### src/rtl/block_pkg.sv
// Shared types and defaults for the block assembler: hash width, FSM states, fold helper.
package block_pkg;

  localparam int HASH_W         = 128;
  localparam int BLOCK_SIZE_DEF = 8;
  localparam int FIFO_DEPTH_DEF = 4;
  localparam int TIMEOUT_DEF    = 256;

  typedef enum logic [1:0] {
    IDLE  = 2'd0,
    ACCUM = 2'd1,
    EMIT  = 2'd2
  } state_t;

  // Digest fold: rotate the running digest left by one, then xor in the new hash.
  function automatic logic [HASH_W-1:0] fold(input logic [HASH_W-1:0] digest,
                                             input logic [HASH_W-1:0] hash);
    return {digest[HASH_W-2:0], digest[HASH_W-1]} ^ hash;
  endfunction

endpackage

### src/rtl/hash_fifo.sv
// Synchronous FIFO, one cycle from push to visible at the head.
// Accepts a push while full only when a pop happens in the same cycle.
module hash_fifo #(
  parameter int WIDTH = 128,
  parameter int DEPTH = 4
) (
  input  logic             clk,
  input  logic             rst_n,
  input  logic             push,
  input  logic [WIDTH-1:0] din,
  input  logic             pop,
  output logic [WIDTH-1:0] dout,
  output logic             full,
  output logic             empty
);

  localparam int AW = $clog2(DEPTH);

  logic [WIDTH-1:0] mem [DEPTH];
  logic [AW-1:0]    wr_ptr;
  logic [AW-1:0]    rd_ptr;
  logic [AW:0]      cnt;
  logic             do_push;
  logic             do_pop;

  assign do_pop  = pop && !empty;
  assign do_push = push && (!full || do_pop);
  assign full    = (cnt == (AW+1)'(DEPTH));
  assign empty   = (cnt == '0);
  assign dout    = mem[rd_ptr];

  always_ff @(posedge clk) begin
    if (do_push) mem[wr_ptr] <= din;
  end

  // Pointers wrap naturally because DEPTH is a power of two.
  always_ff @(posedge clk or negedge rst_n) begin
    if (!rst_n) begin
      wr_ptr <= '0;
      rd_ptr <= '0;
      cnt    <= '0;
    end else begin
      if (do_push) wr_ptr <= wr_ptr + AW'(1);
      if (do_pop)  rd_ptr <= rd_ptr + AW'(1);
      case ({do_push, do_pop})
        2'b10:   cnt <= cnt + (AW+1)'(1);
        2'b01:   cnt <= cnt - (AW+1)'(1);
        default: cnt <= cnt;
      endcase
    end
  end

endmodule

### src/rtl/block_assembler.sv
// Folds validated hashes into block summaries; i_valid->o_valid is 2 cycles when a hash completes a block.
// No backpressure upstream: hashes arriving on a full FIFO are dropped and counted; summary waits on i_ready.
module block_assembler
  import block_pkg::*;
#(
  parameter int BLOCK_SIZE = BLOCK_SIZE_DEF,
  parameter int FIFO_DEPTH = FIFO_DEPTH_DEF,
  parameter int TIMEOUT    = TIMEOUT_DEF
) (
  input  logic              clk,
  input  logic              rst_n,
  input  logic              i_valid,
  input  logic [HASH_W-1:0] i_hash,
  output logic              o_valid,
  input  logic              i_ready,
  output logic [HASH_W-1:0] o_digest,
  output logic [7:0]        o_count,
  output logic [15:0]       o_seq,
  output logic              o_overflow,
  output logic [7:0]        o_drop_cnt
);

  localparam int TW = $clog2(TIMEOUT + 1);

  state_t            state;
  logic [HASH_W-1:0] fifo_dat;
  logic              fifo_full;
  logic              fifo_empty;
  logic              pop;
  logic              push;
  logic              drop;
  logic [TW-1:0]     idle_cnt;

  assign pop  = !fifo_empty && (state != EMIT);
  assign push = i_valid && (!fifo_full || pop);
  assign drop = i_valid && fifo_full && !pop;

  hash_fifo #(
    .WIDTH (HASH_W),
    .DEPTH (FIFO_DEPTH)
  ) u_fifo (
    .clk   (clk),
    .rst_n (rst_n),
    .push  (push),
    .din   (i_hash),
    .pop   (pop),
    .dout  (fifo_dat),
    .full  (fifo_full),
    .empty (fifo_empty)
  );

  // o_digest/o_count are the live accumulators; they freeze in EMIT because nothing pops there.
  always_ff @(posedge clk or negedge rst_n) begin
    if (!rst_n) begin
      state      <= IDLE;
      idle_cnt   <= '0;
      o_valid    <= 1'b0;
      o_digest   <= '0;
      o_count    <= '0;
      o_seq      <= '0;
      o_overflow <= 1'b0;
      o_drop_cnt <= '0;
    end else begin
      if (drop) begin
        o_overflow <= 1'b1;
        if (o_drop_cnt != 8'hFF) o_drop_cnt <= o_drop_cnt + 8'd1;
      end
      case (state)
        IDLE, ACCUM: begin
          if (pop) begin
            o_digest <= fold(o_digest, fifo_dat);
            o_count  <= o_count + 8'd1;
            idle_cnt <= '0;
            if (o_count == 8'(BLOCK_SIZE - 1)) begin
              state   <= EMIT;
              o_valid <= 1'b1;
            end else begin
              state <= ACCUM;
            end
          end else if (state == ACCUM) begin
            if (idle_cnt == TW'(TIMEOUT - 1)) begin
              state    <= EMIT;
              o_valid  <= 1'b1;
              idle_cnt <= '0;
            end else begin
              idle_cnt <= idle_cnt + TW'(1);
            end
          end
        end
        EMIT: begin
          if (i_ready) begin
            state    <= IDLE;
            o_valid  <= 1'b0;
            o_digest <= '0;
            o_count  <= '0;
            o_seq    <= o_seq + 16'd1;
          end
        end
        default: begin
          state   <= IDLE;
          o_valid <= 1'b0;
        end
      endcase
    end
  end

endmodule
### config.mk
export PLATFORM = sky130hd
export DESIGN_NAME = block_assembler
export DESIGN_NICKNAME = d
export VERILOG_FILES = /design/src/rtl/block_pkg.sv /design/src/rtl/hash_fifo.sv /design/src/rtl/block_assembler.sv
export SDC_FILE = /design/constraint.sdc
export NUM_CORES = 1
export LEC_CHECK = 0
export CAP_MARGIN = 10
export CORE_MARGIN = 3
export CORE_UTILIZATION = 40
export CTS_CLUSTER_DIAMETER = 120
export CTS_CLUSTER_SIZE = 20
export DETAILED_ROUTE_END_ITERATION = 10
export GPL_ROUTABILITY_DRIVEN = 0
export PLACE_DENSITY = 0.65
export SLEW_MARGIN = 20
export SYNTH_ARGS = -nofsm -noshare
export SYNTH_HDL_FRONTEND = slang
export SYNTH_SLANG_ARGS = --single-unit
### constraint.sdc
create_clock -name clk -period 11.1 [get_ports clk]
set_input_delay 1.665 -clock clk [delete_from_list [all_inputs] [get_ports clk]]
set_output_delay 1.665 -clock clk [all_outputs]
set_load 0.1 [all_outputs]
==> results.cfg, run 1 <==
[setup_path]
slowest_delay_ps = 910
end_kind = register
critPathRequiredTime_ps = 11280
crit_type = primary input to register
crit_chain = clkdlybuf4s50_1 -> and3_4 -> buf_4 -> buf_4
path_depth = 4
ff2ff_path_depth = 6
cpMaxStageDelayCell = buf_4
critPathLaunchType = primary input
cpLargestDelayFamily = buffers and inverters
worstPathBufferInverterCount = 3
worst-endpoint-arrival_ps = 4280
crit_path_max_fanout = 68
crit_top_cell = buf_4

[sta]
clock_skew_ps = 14.2
timing.slew.headroom_pct = 19.8
tightest_slew_ps = 1200
period_share_pct = 36.9
finalHoldViolCount = 0
clock.fmax_mhz = 244
setup_viol = 0
maxSlewViolCount = 0
setup_tns_ps = 0
fin_crit_ps = 4100
rsz0062_at_grt = no

[die]
start_util_pct = 40.5
rows = 94
io_pins = 294
die_height_um = 265
die_area_um2 = 70100
die_w_um = 265
coreArea_um2 = 66100

[cts]
htree_levels = 2
ctsRootBufferMaster = clkbuf_16
cts_resized = 0
path_clk_slew_ps = 90
cts_buffer_depth = 3
cts_setup_buffers = 0
cts.sinks = 692
cts-hold-fix-buffers = 0
cts_made_buffers = 40
clk_latency_ps = 570
cts_tree = yes

[logic_synthesis]
synthCells = 1470
synth_seq_cells = 692
syn_area_um2 = 26800
synth.distinct_cells = 49
ys_seq_area_share_pct = 74.2
async_flop_share_pct = 26.0
synthesis.nets = 1612
synth_edf_count = 512
yosys_warnings = 0
ys.flop_type = edfxtp_1
avgSynthCellArea_um2 = 18.2

[final_layout]
synthToLayoutAreaGrowth_pct = 18.7
final_cell_mix = 512 x edfxtp_1, 292 x clkdlybuf4s50_1, 178 x dfrtp_1
fin_util_pct = 48.1
final_common_cell = edfxtp_1
fin_nets = 1887
finalInstanceArea_um2 = 31800
drive_gt1_share_pct = 11.5

[worst_hold_path]
min_delay_path_depth = 1
hold_class = register to register

[place]
dp_hpwl_um = 35400
port_buffers = 293
place_area_um2 = 30600

[detailed_routing]
via_per_inst = 5.25
drtIter0Drc = 1004
antenna_left = 0
wl_um = 57700
dr.pass1.iters = 5
wl_per_cell_um = 21.8
drc = 0
via_count = 13900

[grt]
grt_pass1_wl_um = 89200
grt_max_degree = 114
antenna_found_initial = 15
gr-total-overflow = 0
grt.total_usage_pct = 16.5
grt_pass1_vias = 14500

[outcome]
status = complete, no violations

[run]
drv_cap = 0
metrics by stage:
step | worst slack, ps | cells | hold slack, ps
3_3_place_gp | 6370 | 2565 | 449
4_1_cts | 6990 | 2638 | 476
3_5_place_dp | 6380 | 2565 | 454
5_1_grt | 6880 | 2642 | 488
6_report | 7000 | 2644 | 470
2_1_floorplan | 5950 | 1470 | 445
synthesized netlist by cell type (5+ instances only):
library cell | number | area share [%]
a21oi_1 | 8 | 0.15
and3_1 | 9 | 0.21
buf_1 | 12 | 0.17
buf_2 | 25 | 0.47
buf_6 | 9 | 0.38
clkbuf_1 | 28 | 0.39
dfrtp_1 | 180 | 17
edfxtp_1 | 512 | 57
ha_1 | 9 | 0.42
inv_1 | 8 | 0.11
mux4_2 | 128 | 11
nand2_1 | 25 | 0.35
nand2b_1 | 5 | 0.12
nand3_1 | 142 | 2.7
nand4_1 | 9 | 0.21
nor2_1 | 17 | 0.24
nor4_1 | 6 | 0.14
o21ai_0 | 68 | 1.3
o21ai_1 | 70 | 1.3
xnor2_1 | 147 | 4.8
xor2_1 | 13 | 0.42
worst register-to-register path: stages, from the launching register on:
cell	delay, ps
dfrtp_1	430
or3_1	570
nand2b_4	670
buf_4	710
buf_6	700
nand3_1	220
o21ai_1	130
metal layers:
metal | up-vias | track usage [%] | share of wire [%]
li1 | 6240 | - | -
met1 | 7218 | 22.7 | 43
met2 | 334 | 27.1 | 49
met3 | 69 | 4.26 | 6.1
met4 | 20 | 3.07 | 1.2
met5 | - | 0 | 0.23
area by class of cell:
type,instances,area [µm²]
Fill cell,5525,34300
Sequential cell,692,19900
Multi-Input combinational cell,691,6500
Timing Repair Buffer,312,3110
Clock buffer,71,1160
Tap cell,864,1080
Inverter,8,30.0
Clock inverter,2,25.0
Antenna cell,4,10.0
final timing paths:
path	startpoint	endpoint	slack (ps)
min in group asynchronous	rst_n	o_digest[24]	1140
max reg2reg	u_fifo.cnt[0]	o_digest[86]	7590
max	i_valid	u_fifo.mem[0][8]	7000
min	o_overflow	o_overflow	470
max in group asynchronous	rst_n	o_digest[87]	8550
min reg2reg	o_overflow	o_overflow	470
cell families after synthesis:
logic type                 after synthesis  synth area share [%]
muxes                                  133                  11.0
DFF                                    692                  74.2
buffers and inverters                   87                  1.66
adders and majority gates               10                 0.495
and+or+nand+nor                        230                  4.36
AOI/OAI and AO/OA                      158                  3.11
xor gates and xnor gates               160                  5.23
registers in the layout, indices dropped and copies added (netlist names), 3 cells and up:
name        count
o_count         8
o_drop_cnt      8
u_fifo.cnt      3
o_seq          16
o_digest      128
idle_cnt        9
u_fifo.mem    512
Power of run 1 is left out: the tool's default activity adds up to more than one toggle a clock period on the data nets, which glitch-free logic cannot reach.
==> run 2: changes to the inputs <==
--- a/config.mk
+++ b/config.mk
@@ -12,7 +12,7 @@
 export CTS_CLUSTER_SIZE = 20
 export DETAILED_ROUTE_END_ITERATION = 10
 export GPL_ROUTABILITY_DRIVEN = 0
-export PLACE_DENSITY = 0.65
+export PLACE_DENSITY = 0.67
 export SLEW_MARGIN = 20
 export SYNTH_ARGS = -nofsm -noshare
 export SYNTH_HDL_FRONTEND = slang
==> constraint.sdc (replaced) <==
create_clock -name clk -period 3.4 [get_ports clk]
set_input_delay 0.51 -clock clk [delete_from_list [all_inputs] [get_ports clk]]
set_output_delay 0.51 -clock clk [all_outputs]
set_load 0.1 [all_outputs]
==> run 2 against run 1 <==
- critical endpoint is now o_digest[61]
- clock skew decreased by 0.71 ps
- hold slack got worse by 0.55 ps
- highest routed layer unchanged
- sequential share of layout area is 0.70 points lower
- critical path type is now register to output port
- largest cell class unchanged
- non-clock buffer count rose by 24
==> results.cfg, run 2 (synthesized netlist as in run 1, its figures left out) <==
[place]
dp_hpwl_um = 35400
port_buffers = 293

[sta]
setup_tns_ps = 0
maxSlewViolCount = 0
clock_skew_ps = 13.5
period_share_pct = 81.3
clock.fmax_mhz = 362
setup_viol = 0
timing.slew.headroom_pct = 30.4
fin_crit_ps = 2770
rsz0062_at_grt = no
finalHoldViolCount = 0
tightest_slew_ps = 1040

[setup_path]
crit_path_max_fanout = 3
end_kind = output port
cpMaxStageDelayCell = clkdlybuf4s50_1
cpLargestDelayFamily = buffers and inverters
critPathLaunchType = register
reg2reg_to = u_fifo.cnt[2]
worstPathBufferInverterCount = 1
worst-endpoint-arrival_ps = 2260
crit_chain = clkdlybuf4s50_1
regToRegStartpoint = state[0]
crit_type = register to output port
slowest_delay_ps = 1190
rrSetupSlack_ps = 940
ff2ff_path_depth = 10
critPathRequiredTime_ps = 2890

[cts]
cts-hold-fix-buffers = 1
cts.sinks = 692
htree_levels = 2
path_clk_slew_ps = 80
cts_setup_buffers = 0
cts_tree = yes
ctsRootBufferMaster = clkbuf_16
clk_latency_ps = 570
cts_made_buffers = 41
cts_resized = 0
cts_buffer_depth = 3

[outcome]
status = complete, no violations

[grt]
grt_pass1_vias = 14700
grt_pass1_wl_um = 89600
antenna_found_initial = 7
grt_max_degree = 135
grt.total_usage_pct = 16.6
gr-total-overflow = 0

[final_layout]
drive_gt1_share_pct = 13.7
synthToLayoutAreaGrowth_pct = 20.0
largest_registers = u_fifo.mem x512, o_digest x128, o_seq x16
largest-register = u_fifo.mem
final_cell_mix = 512 x edfxtp_1, 274 x clkdlybuf4s50_1, 178 x dfrtp_1
num-fill-cells = 5470
final_common_cell = edfxtp_1
fin_util_pct = 48.7
fin_nets = 1912
largest_reg_flops = 512

[die]
io_pins = 294
coreArea_um2 = 66100
die_w_um = 265
rows = 94
start_util_pct = 40.5
die_height_um = 265
die_area_um2 = 70100

[worst_hold_path]
hold_class = primary input to async pin

[detailed_routing]
wl_um = 57900
antenna_left = 0
via_count = 13900
drc = 0
dr.pass1.iters = 5
via_per_inst = 5.23
wl_per_cell_um = 21.7
drtIter0Drc = 926

[run]
drv_cap = 0
==> run 2: cell count changes in the layout (fill, tap and decap cells not counted), moves of 2 or more <==
cell             previous run  this run
buf_12                      2        21
buf_4                      15        39
buf_6                       2         0
clkbuf_1                   29        26
clkdlybuf4s50_1           292       274
==> run 2: routing by layer <==
layer  global-route usage [%]  up-vias  routed length [µm]  part of all wire, %
met2                     28.8      314               29400                   51
met3                     3.06       64                2950                  5.1
met1                     22.0     7269               24600                   43
met5                        0        -                  41                0.071
met4                     3.52        6                 931                  1.6
li1                         -     6292                   -                    -
==> run 2: worst max-delay path by stage <==
stage,start,end,slack (ps),cells past startpoint
after floorplan,state[0],u_fifo.mem[0][0],550,4
after global placement,i_valid,u_fifo.cnt[2],890,9
after detailed placement,i_valid,u_fifo.cnt[2],900,9
after CTS,o_digest[60],o_digest[60],590,1
after global routing,o_digest[101],o_digest[101],570,1
final,o_digest[61],o_digest[61],630,1
==> run 2: layout make-up <==
cell class | instances | area (µm²) | share of cell area, %
antenna | 3 | 7.51 | 0.0233
clock buffer | 67 | 1120 | 3.49
clock inverter | 5 | 55.1 | 0.171
inverter | 8 | 30.0 | 0.0934
multi-input combinational | 691 | 6500 | 20.2
sequential | 692 | 19900 | 61.8
tap | 864 | 1080 | 3.36
timing repair buffer | 336 | 3480 | 10.8
==> run 2: metrics by stage <==
step	hold WS (ps)	instances	cell area (µm²)	setup WS [ps]
after global routing	499	2664	32200	566
after global placement	448	2590	31000	894
final	469	2666	32200	635
after CTS	484	2663	32200	594
after detailed placement	473	2590	31000	903
after floorplan	214	1470	26800	550
Power of run 2 is left out for the same reason.
==> run 3: changes to the inputs <==
==> constraint.sdc (replaced) <==
create_clock -name clk -period 2.45 [get_ports clk]
set_input_delay 0.3675 -clock clk [delete_from_list [all_inputs] [get_ports clk]]
set_output_delay 0.3675 -clock clk [all_outputs]
set_load 0.1 [all_outputs]
==> run 3 against run 2 <==
- global-route usage is 0.33 points lower
- register-to-register slack got worse by 680 ps
- clock-buffer cell count increased by 3
- sequential share of layout area is 0.38 points higher
- critical path type is now register to register
- critical endpoint is now u_fifo.cnt[2]
==> results.cfg, run 3 (synthesized netlist as in run 1, its figures left out) <==
[outcome]
status = complete, no violations

[sta]
maxSlewViolCount = 0
clock_skew_ps = 22.1
period_share_pct = 89.3
rsz0062_at_grt = no
clock.fmax_mhz = 457
timing.slew.headroom_pct = 65.4
setup_viol = 0
finalHoldViolCount = 0
fin_crit_ps = 2190
setup_tns_ps = 0
tightest_slew_ps = 519

[grt]
gr-total-overflow = 0
antenna_found_initial = 8
grt_pass1_vias = 14500
grt.total_usage_pct = 16.3
grt_pass1_wl_um = 88200
grt_max_degree = 83

[setup_path]
worstPathBufferInverterCount = 2
crit_path_max_fanout = 3
rrSetupSlack_ps = 260
slowest_delay_ps = 450
worst-endpoint-arrival_ps = 2680
ff2ff_path_depth = 10
cpMaxStageDelayCell = fa_1
regToRegStartpoint = state[0]
critPathLaunchType = register
critPathRequiredTime_ps = 2940
end_kind = register
reg2reg_to = u_fifo.cnt[2]
crit_chain = nor2b_1 -> nand3_1 -> and2_1 -> inv_1 -> ha_1 -> inv_1 -> fa_1 -> xor2_1 -> nor2_1 -> xor2_1
crit_type = register to register
cpLargestDelayFamily = simple AND/OR/NAND/NOR gates

[die]
rows = 94
die_w_um = 265
coreArea_um2 = 66100
die_height_um = 265
die_area_um2 = 70100
io_pins = 294
start_util_pct = 40.5

[final_layout]
largest-register = u_fifo.mem
drive_gt1_share_pct = 22.1
largest_reg_flops = 512
finalInstanceArea_um2 = 32000
synthToLayoutAreaGrowth_pct = 19.3
fin_nets = 1924
num-fill-cells = 5551
fin_util_pct = 48.4
final_cell_mix = 512 x edfxtp_1, 188 x buf_4, 178 x dfrtp_1
final_common_cell = edfxtp_1
fin_cells = 2679
largest_registers = u_fifo.mem x512, o_digest x128, o_seq x16

[detailed_routing]
via_count = 14000
via_per_inst = 5.22
drc = 0
drtIter0Drc = 1046
wl_per_cell_um = 21.4
wl_um = 57200
dr.pass1.iters = 4
antenna_left = 0

[place]
place_area_um2 = 30800
port_buffers = 293
dp_cells = 2603
dp_hpwl_um = 36200

[cts]
cts_resized = 0
clk_latency_ps = 570
cts_tree = yes
htree_levels = 2
cts-hold-fix-buffers = 1
cts_made_buffers = 40
path_clk_slew_ps = 90
cts_setup_buffers = 0
cts.sinks = 692
ctsRootBufferMaster = clkbuf_16
cts_buffer_depth = 3

[worst_hold_path]
hold_class = primary input to async pin

[run]
drv_cap = 0
run 3: changes by cell type in the layout (fill, tap and decap cells not counted):
cell             before  now
clkdlybuf4s50_1     274  130
clkinv_2              1    0
inv_6                 2    1
diode_2               3    4
clkbuf_1             26   29
clkinv_8              2    0
buf_4                39  188
buf_12               21   29
run 3: stage by stage:
stage	setup slack [ps]	hold slack, ps
3_5_place_dp	238	361
2_1_floorplan	-400	71.9
5_1_grt	114	317
6_report	262	314
4_1_cts	246	294
3_3_place_gp	254	367
run 3: layer usage:
layer,routed length [µm],GRT usage [%],vias up
li1,-,-,6314
met1,24900,22.0,7277
met2,28100,27.3,306
met3,3240,3.60,71
met4,927,3.43,10
met5,61,0,-
run 3: worst reg2reg max path, delay by kind of cell, from the launching register on:
kind / cells / cell delay [ps]
xor+xnor: 2 / 320
buf+inv: 2 / 140
simple gates: 4 / 630
flops: 1 / 400
fa+ha+maj: 2 / 620
run 3: how the worst max path moves through the flow:
stage,start,end,slack [ps],cells after the start
final,state[0],u_fifo.cnt[2],260,10
after global routing,state[0],u_fifo.cnt[2],110,10
after CTS,state[0],u_fifo.cnt[2],250,10
after detailed placement,i_valid,u_fifo.cnt[2],240,9
after floorplan,state[0],u_fifo.mem[0][0],-400,4
after global placement,i_valid,u_fifo.cnt[2],250,9
run 3: final cells by class:
cell class | instances | area [µm²] | share of cell area [%]
sequential | 692 | 19900 | 62.2
multi-input combinational | 691 | 6500 | 20.3
timing repair buffer | 349 | 3320 | 10.4
clock buffer | 70 | 1130 | 3.55
tap | 864 | 1080 | 3.38
inverter | 8 | 30.0 | 0.0939
antenna | 4 | 10.0 | 0.0313
clock inverter | 1 | 8.76 | 0.0274
Power of run 3 is left out for the same reason.
